==> config.mk <==
export PLATFORM = sky130hd
export DESIGN_NAME = msd_dimm_sched
export DESIGN_NICKNAME = d
export VERILOG_FILES = /design/src/rtl/msd_dimm_sched.sv
export SDC_FILE = /design/constraint.sdc
export NUM_CORES = 1
export LEC_CHECK = 0
export BUFFER_PORTS_ARGS = -buffer_cell sky130_fd_sc_hd__buf_2
export CAP_MARGIN = 20
export CELL_PAD_IN_SITES_DETAIL_PLACEMENT = 0
export CELL_PAD_IN_SITES_GLOBAL_PLACEMENT = 1
export CORE_AREA = 4 4 213 215
export DETAILED_ROUTE_END_ITERATION = 8
export DIE_AREA = 0 0 217 219
export PLACE_DENSITY_LB_ADDON = 0.1
export REMOVE_ABC_BUFFERS = 1
export SLEW_MARGIN = 10
export SYNTH_ARGS = -nofsm -noshare
export SYNTH_HDL_FRONTEND = slang
export SYNTH_SLANG_ARGS = --single-unit
==> constraint.sdc <==
create_clock -name clk -period 3.8 [get_ports clk]
set_input_delay 0.19 -clock clk [delete_from_list [all_inputs] [get_ports clk]]
set_output_delay 0.19 -clock clk [all_outputs]
set_load 0.005 [all_outputs]
==> src/rtl/msd_dimm_sched.sv <==
// msd_dimm_sched: CPU request FIFO feeding a DDR5 ACT/CAS/PRE command scheduler.
// Optional MSD_OPEN_PAGE_EN selects an open-page policy with a per-bank row table.
module msd_dimm_sched #(
    parameter int DEPTH  = 16,
    parameter int ADDR_W = 34,
    parameter int T_RCD  = 4,
    parameter int T_RTP  = 3,
    parameter int T_WR   = 6,
    parameter int T_RP   = 4
) (
    input  logic                    clk,
    input  logic                    rst,
    input  logic                    req_valid,
    output logic                    req_ready,
    input  logic [1:0]              req_op,
    input  logic [ADDR_W-1:0]       req_addr,
    output logic                    cmd_valid,
    output logic [2:0]              cmd_code,
    output logic                    cmd_ch,
    output logic [2:0]              cmd_bg,
    output logic [1:0]              cmd_bank,
    output logic [ADDR_W-19:0]      cmd_row,
    output logic [5:0]              cmd_col,
    output logic [$clog2(DEPTH):0]  q_count,
    output logic                    q_full,
    output logic                    q_empty,
    output logic                    err_op
);
    localparam int PW    = $clog2(DEPTH);
    localparam int CNTW  = PW + 1;
    localparam int RW    = ADDR_W - 18;
    localparam int T_A   = (T_RCD > T_RTP) ? T_RCD : T_RTP;
    localparam int T_B   = (T_WR > T_RP) ? T_WR : T_RP;
    localparam int T_MAX = (T_A > T_B) ? T_A : T_B;
    localparam int CW    = $clog2(T_MAX) + 1;

    typedef enum logic [3:0] {
        S_IDLE, S_ACT0, S_ACT1, S_W_RCD, S_CAS0, S_CAS1, S_W_PRE, S_PRE, S_W_RP
    } state_t;

    logic [ADDR_W+1:0]  r_mem [DEPTH];
    logic [PW-1:0]      r_wr_ptr, r_rd_ptr;
    logic [CNTW-1:0]    r_count;
    logic               r_full, r_empty, r_ready, r_err;
    state_t             r_state;
    logic [CW-1:0]      r_cnt;
    logic [1:0]         r_work_op;
    logic [ADDR_W-1:0]  r_work_addr;
    logic               r_cmd_valid, r_cmd_ch;
    logic [2:0]         r_cmd_code, r_cmd_bg;
    logic [1:0]         r_cmd_bank;
    logic [RW-1:0]      r_cmd_row;
    logic [5:0]         r_cmd_col;

    state_t             w_state_nxt;
    logic [CW-1:0]      w_cnt_nxt;
    logic               w_push, w_pop;
    logic [CNTW-1:0]    w_count_nxt;
    logic [1:0]         w_op_nxt;
    logic [ADDR_W-1:0]  w_addr_nxt;
    logic [RW-1:0]      w_row_out;
    logic [2:0]         w_code_nxt;
    logic               w_unused;

    function automatic logic [2:0] f_code(input state_t s, input logic wr);
        case (s)
            S_ACT0:  return 3'd1;
            S_ACT1:  return 3'd2;
            S_CAS0:  return wr ? 3'd5 : 3'd3;
            S_CAS1:  return wr ? 3'd6 : 3'd4;
            S_PRE:   return 3'd7;
            default: return 3'd0;
        endcase
    endfunction

    assign w_push      = req_valid && r_ready && (req_op != 2'd3);
    assign w_op_nxt    = w_pop ? r_mem[r_rd_ptr][ADDR_W+1:ADDR_W] : r_work_op;
    assign w_addr_nxt  = w_pop ? r_mem[r_rd_ptr][ADDR_W-1:0] : r_work_addr;
    assign w_code_nxt  = f_code(w_state_nxt, w_op_nxt == 2'd1);
    assign w_unused    = ^r_work_addr[5:0];

`ifdef MSD_OPEN_PAGE_EN
    logic           r_open [64];
    logic [RW-1:0]  r_trow [64];
    logic           r_chk;
    logic [5:0]     w_idx;
    logic           w_opened, w_hit;

    // {ch, bg, bank} occupy addr[11:6], so they index the bank table directly
    assign w_idx     = r_work_addr[11:6];
    assign w_opened  = r_open[w_idx];
    assign w_hit     = w_opened && (r_trow[w_idx] == r_work_addr[ADDR_W-1:18]);
    assign w_row_out = (w_state_nxt == S_PRE) ? r_trow[w_idx] : w_addr_nxt[ADDR_W-1:18];

    always_ff @(posedge clk) begin
        if (rst) begin
            r_chk <= 1'b0;
            for (int i = 0; i < 64; i++) r_open[i] <= 1'b0;
        end else begin
            r_chk <= w_pop;
            if (r_state == S_ACT0) r_open[w_idx] <= 1'b1;
        end
    end

    always_ff @(posedge clk) begin
        if (r_state == S_ACT0) r_trow[w_idx] <= r_work_addr[ADDR_W-1:18];
    end
`else
    assign w_row_out = w_addr_nxt[ADDR_W-1:18];
`endif

    always_comb begin
        w_state_nxt = r_state;
        w_cnt_nxt   = r_cnt;
        w_pop       = 1'b0;
        case (r_state)
            S_IDLE: begin
`ifdef MSD_OPEN_PAGE_EN
                // popped request is classified one cycle later against the bank table
                if (r_chk) w_state_nxt = w_hit ? S_CAS0 : (w_opened ? S_PRE : S_ACT0);
                else if (!r_empty) w_pop = 1'b1;
`else
                if (!r_empty) begin
                    w_pop       = 1'b1;
                    w_state_nxt = S_ACT0;
                end
`endif
            end
            S_ACT0: w_state_nxt = S_ACT1;
            S_ACT1: begin
                w_state_nxt = S_W_RCD;
                w_cnt_nxt   = CW'(T_RCD - 2);
            end
            S_W_RCD: begin
                if (r_cnt == '0) w_state_nxt = S_CAS0;
                else             w_cnt_nxt   = r_cnt - CW'(1);
            end
            S_CAS0: w_state_nxt = S_CAS1;
            S_CAS1: begin
`ifdef MSD_OPEN_PAGE_EN
                w_state_nxt = S_IDLE;
`else
                w_state_nxt = S_W_PRE;
                w_cnt_nxt   = (r_work_op == 2'd1) ? CW'(T_WR - 2) : CW'(T_RTP - 2);
`endif
            end
            S_W_PRE: begin
                if (r_cnt == '0) w_state_nxt = S_PRE;
                else             w_cnt_nxt   = r_cnt - CW'(1);
            end
            S_PRE: begin
                w_state_nxt = S_W_RP;
                w_cnt_nxt   = CW'(T_RP - 2);
            end
            S_W_RP: begin
                if (r_cnt != '0) begin
                    w_cnt_nxt = r_cnt - CW'(1);
                end else begin
`ifdef MSD_OPEN_PAGE_EN
                    w_state_nxt = S_ACT0;
`else
                    // last recovery cycle may pop so ACT0 lands exactly T_RP after PRE
                    w_pop       = !r_empty;
                    w_state_nxt = r_empty ? S_IDLE : S_ACT0;
`endif
                end
            end
            default: w_state_nxt = S_IDLE;
        endcase
    end

    always_comb begin
        w_count_nxt = r_count;
        if (w_push && !w_pop)      w_count_nxt = r_count + CNTW'(1);
        else if (!w_push && w_pop) w_count_nxt = r_count - CNTW'(1);
    end

    always_ff @(posedge clk) begin
        if (w_push) r_mem[r_wr_ptr] <= {req_op, req_addr};
    end

    always_ff @(posedge clk) begin
        if (rst) begin
            r_wr_ptr    <= '0;
            r_rd_ptr    <= '0;
            r_count     <= '0;
            r_full      <= 1'b0;
            r_empty     <= 1'b1;
            r_ready     <= 1'b1;
            r_err       <= 1'b0;
            r_state     <= S_IDLE;
            r_cnt       <= '0;
            r_work_op   <= '0;
            r_work_addr <= '0;
            r_cmd_valid <= 1'b0;
            r_cmd_code  <= '0;
            r_cmd_ch    <= 1'b0;
            r_cmd_bg    <= '0;
            r_cmd_bank  <= '0;
            r_cmd_row   <= '0;
            r_cmd_col   <= '0;
        end else begin
            if (w_push) r_wr_ptr <= r_wr_ptr + PW'(1);
            if (w_pop)  r_rd_ptr <= r_rd_ptr + PW'(1);
            r_count     <= w_count_nxt;
            r_full      <= (w_count_nxt == CNTW'(DEPTH));
            r_empty     <= (w_count_nxt == '0);
            r_ready     <= (w_count_nxt != CNTW'(DEPTH));
            r_err       <= req_valid && r_ready && (req_op == 2'd3);
            r_state     <= w_state_nxt;
            r_cnt       <= w_cnt_nxt;
            r_work_op   <= w_op_nxt;
            r_work_addr <= w_addr_nxt;
            // command outputs are registered from the next state so they align with it
            r_cmd_code  <= w_code_nxt;
            r_cmd_valid <= (w_code_nxt != 3'd0);
            r_cmd_ch    <= w_addr_nxt[6];
            r_cmd_bg    <= w_addr_nxt[9:7];
            r_cmd_bank  <= w_addr_nxt[11:10];
            r_cmd_row   <= w_row_out;
            r_cmd_col   <= w_addr_nxt[17:12];
        end
    end

    assign req_ready = r_ready;
    assign cmd_valid = r_cmd_valid;
    assign cmd_code  = r_cmd_code;
    assign cmd_ch    = r_cmd_ch;
    assign cmd_bg    = r_cmd_bg;
    assign cmd_bank  = r_cmd_bank;
    assign cmd_row   = r_cmd_row;
    assign cmd_col   = r_cmd_col;
    assign q_count   = r_count;
    assign q_full    = r_full;
    assign q_empty   = r_empty;
    assign err_op    = r_err;

endmodule

==> flow_metrics.env <==
export IMPL_worst_setup_path_startpoint="req_ready"
export IMPL_htree_num_levels=2
export IMPL_report_final_setup_viol=0
export IMPL_cp_required_ps=4020
export IMPL_antenna_violating_nets_remaining=0
export IMPL_grt_setup_unrepaired="false"
export IMPL_clock_insertion_delay_worst_skew_ps=600
export IMPL_cts_buffers=55
export IMPL_synth_edf_count=480
export IMPL_tritoncts="built"
export IMPL_largest_stage_delay_on_the_critical_path_ps=510
export IMPL_routed_via_density=5.696
export IMPL_maxClockFrequency_ghz=0.3789
export IMPL_timing_rr_end="r_mem[7][21]"
export IMPL_critical_path_cell_count=5
export IMPL_worst_path_max_delay_cell="buf_4"
export IMPL_die_height_um=219
export IMPL_pin_count_of_the_biggest_net_entering_global_routing=43
export IMPL_yosys_cell_types_count=48
export IMPL_p_switching_mw=3.822
export IMPL_antennaDiodeCount=0
export IMPL_final_hold_viol_count=0
export IMPL_ys_warnings_count=0
export IMPL_clk_pin_slew_ps=60
export IMPL_netlist_area_leader_share=0.6998
export IMPL_final_max_slew_viol_count=0
export IMPL_grt_first_pass_wirelength_um=70180
export IMPL_timing_clock_skew_ps=20.49
export IMPL_status="completed"
export IMPL_detail_route_first_pass_iterations=5
export IMPL_netlist_top_cells_area="edfxtp_1 70%, mux4_2 13%, dfxtp_1 6.1%"
export IMPL_share_clk_of_total_power=0.349
export IMPL_worstReg2RegStart="req_ready"
export IMPL_ys_flop_type="edfxtp_1"
export IMPL_fp_row_count=77
export IMPL_cts_sink_count=543
export IMPL_critPathTopFamily="simple AND/OR/NAND/NOR gates"
export IMPL_crit_fanout=24
export IMPL_dp_cells=1708
export IMPL_tightest_slew_ps=1023
export IMPL_die_width_um=217
export IMPL_antenna_found_initial=1
export IMPL_grt_overflow=0
export IMPL_hold_path_class="in -> reg"
export IMPL_drt_iter0_markers=785
export IMPL_top_level_ports=80
export IMPL_root_buffer="clkbuf_16"
export IMPL_launching_element_type_of_the_critical_path="flip-flop"
export IMPL_end_kind="flip-flop"
export IMPL_cp_cell_sequence="nand2_1, a21oi_1, nand2_1, nor2_4, buf_4"
export IMPL_placeableCoreArea_mm2=0.04374
export IMPL_yosysTopAreaCell="edfxtp_1"
export IMPL_power_switching_fraction=0.2560
export IMPL_areaGrowthSynthToFinish_pct=16.67
export IMPL_num_fill_cells=3463
export IMPL_finalPower_mw=14.93
export IMPL_synth_seq_area_share=0.7611
export IMPL_comb_power_share=0.178
export IMPL_fin_nets=1249
export IMPL_drive_gt1_frac=0.2705
export IMPL_final_instance_count_excl_fill=1838
export IMPL_via_count=10470
export IMPL_crit_buf_inv=1
export IMPL_slew_headroom=0.3178
export IMPL_arrival_ps=2860
export IMPL_critPathKind="reg -> reg"
export IMPL_postRouteWirelength_um=46900
export IMPL_gp_routability_congestion=0.7524
export IMPL_number_of_maximum_capacitance_constraint_violations=0
export IMPL_port_buffer_count=73
export IMPL_synth_cells=1063
export IMPL_timing_critical_path_mode_cell="nand2_1"
export IMPL_postSynth_asyncResetShare=0
export IMPL_post_cts_buffers=0
export IMPL_post_synth_instance_area_mm2=0.02060
export IMPL_timing_final_crit_period_ps=2639
export IMPL_min_period_over_period=0.6946
export IMPL_wl_per_cell_um=25.52
export IMPL_globalRouteTotalUtil=0.2000
export IMPL_maximum_resistive_drop_on_vdd_mv=0.3825
export IMPL_post_synth_cell_area_avg_um2=19.38
export IMPL_power_density_mw_per_mm2=621.5
export IMPL_layout_cells_most_common_list="480 x edfxtp_1, 120 x mux4_2, 73 x buf_2"
export IMPL_grt_pass1_vias=10800
export IMPL_power_share_sequential=0.473
export IMPL_dp_hpwl_um=25450
export IMPL_die_area_mm2=0.04752
export IMPL_clock_tree_buffer_depth=3
export IMPL_setup_tns_ps=0
export IMPL_ys_ff_latch=543
export IMPL_worst_setup_path_endpoint="r_mem[7][21]"
export IMPL_r2r_slack_ps=1160
export IMPL_drt_drc_violations_left=0
export IMPL_reg2reg_depth=5
export IMPL_floorplan_initialDensity=0.4709
export IMPL_dp_worst_setup_slack_ps=1022
export IMPL_layout_cells_most_common="edfxtp_1"
export IMPL_internal_power_mw=11.11
export IMPL_worst_slack_ps=1161
export IMPL_p_leak_nw=7.749
-- power groups by stage --
stage	logic (mW)	clock network, mW	registers, mW
after detailed placement	2.67	0	7.20
after floorplan	1.84	0	7.33
after CTS	2.70	5.33	7.08
after global routing	2.93	5.60	7.11
after global placement	2.66	0	7.20
final	2.65	5.21	7.07
-- flip-flops by register name (all words and copies together), names as in the netlist, named ones only --
name	cells
cmd_code	3
cmd_valid	1
err_op	1
q_count	5
q_empty	1
q_full	1
r_cnt	4
r_mem	480
r_rd_ptr	4
r_state	4
r_work_addr	28
r_work_op	2
r_wr_ptr	4
req_ready	1
-- stage by stage --
| stage | utilization | area [µm²] | hold WS (ps) |
|---|---|---|---|
| 6_report | 0.5494 | 24030 | 24.48 |
| 5_1_grt | 0.5494 | 24030 | 16.94 |
| 4_1_cts | 0.5494 | 24030 | 0.7912 |
| 2_1_floorplan | - | 20340 | 259.1 |
| 3_3_place_gp | 0.5031 | 22000 | 462.8 |
| 3_5_place_dp | 0.5031 | 22000 | 470.4 |
-- worst min path at each step --
stage | startpoint | endpoint | slack [ps] | cells after the start
finish | req_op[1] | r_mem[5][35] | 20 | 1
global route | req_op[1] | r_mem[5][35] | 20 | 1
floorplan | rst | r_state[0] | 260 | 1
detailed placement | r_work_addr[15] | r_work_addr[15] | 470 | 2
global placement | r_work_addr[31] | r_work_addr[31] | 460 | 2
CTS | req_op[1] | r_mem[5][35] | 0.8 | 1
-- layout make-up --
class / count / area (µm²) / area share
clock inverter: 27 / 256.5 / 0.01067
sequential: 543 / 15680 / 0.6526
inverter: 10 / 37.54 / 0.001562
timing repair buffer: 144 / 1059 / 0.04405
multi-input combinational: 448 / 4776 / 0.1988
clock buffer: 74 / 1478 / 0.06149
tap: 592 / 740.7 / 0.03083
-- worst register-to-register path, cell delays in order, from the launching register on --
cell     delay, ps
dfxtp_1        330
nand2_1         80
a21oi_1        470
nand2_1        420
nor2_4         430
buf_4          520
-- kinds of logic (layout without fill, tap and decap cells) --
| logic type | after synthesis | count (layout) | synth area share |
|---|---|---|---|
| AO/OA/AOI/OAI | 162 | 162 | 0.05036 |
| adder cells (fa/ha/maj) | 8 | 8 | 0.004860 |
| XOR/XNOR | 14 | 14 | 0.005954 |
| buffers and inverters | 72 | 255 | 0.01409 |
| AND/OR/NAND/NOR | 144 | 144 | 0.03244 |
| multiplexers | 120 | 120 | 0.1312 |
| flip-flops | 543 | 543 | 0.7611 |
-- repair_timing --
item | 4_1_cts | 5_1_grt
hold endpoints to repair | 449 | 0
resized for setup | 0 | 0
hold buffers | 29 | 0
-- Yosys cell counts (2+ instances only) --
library cell  number
clkbuf_1          44
a31oi_1            3
nand2b_1           3
and3_1             5
xor2_1             9
nor2_1            69
ha_1               8
nand2_1           24
mux4_2           120
dfxtp_1           63
o21ai_0            8
a21oi_1           72
a311oi_1           2
buf_2             10
a211oi_1           2
a22oi_1           63
buf_1              7
and2_1             3
xnor2_1            5
nor3_1            12
inv_1             10
edfxtp_1         480
nor2b_1            7
nand3_1            4
nor4_1             4
nand4_1            4
-- routing by layer --
| layer | global-route usage | up-vias | routed length, µm |
|---|---|---|---|
| li1 | - | 4619 | - |
| met2 | 0.3406 | 233 | 23790 |
| met4 | 0.04537 | 2 | 669 |
| met1 | 0.2761 | 5568 | 20320 |
| met3 | 0.03185 | 48 | 2107 |
| met5 | 0 | - | 12 |
(Power assumes the default switching activity.)
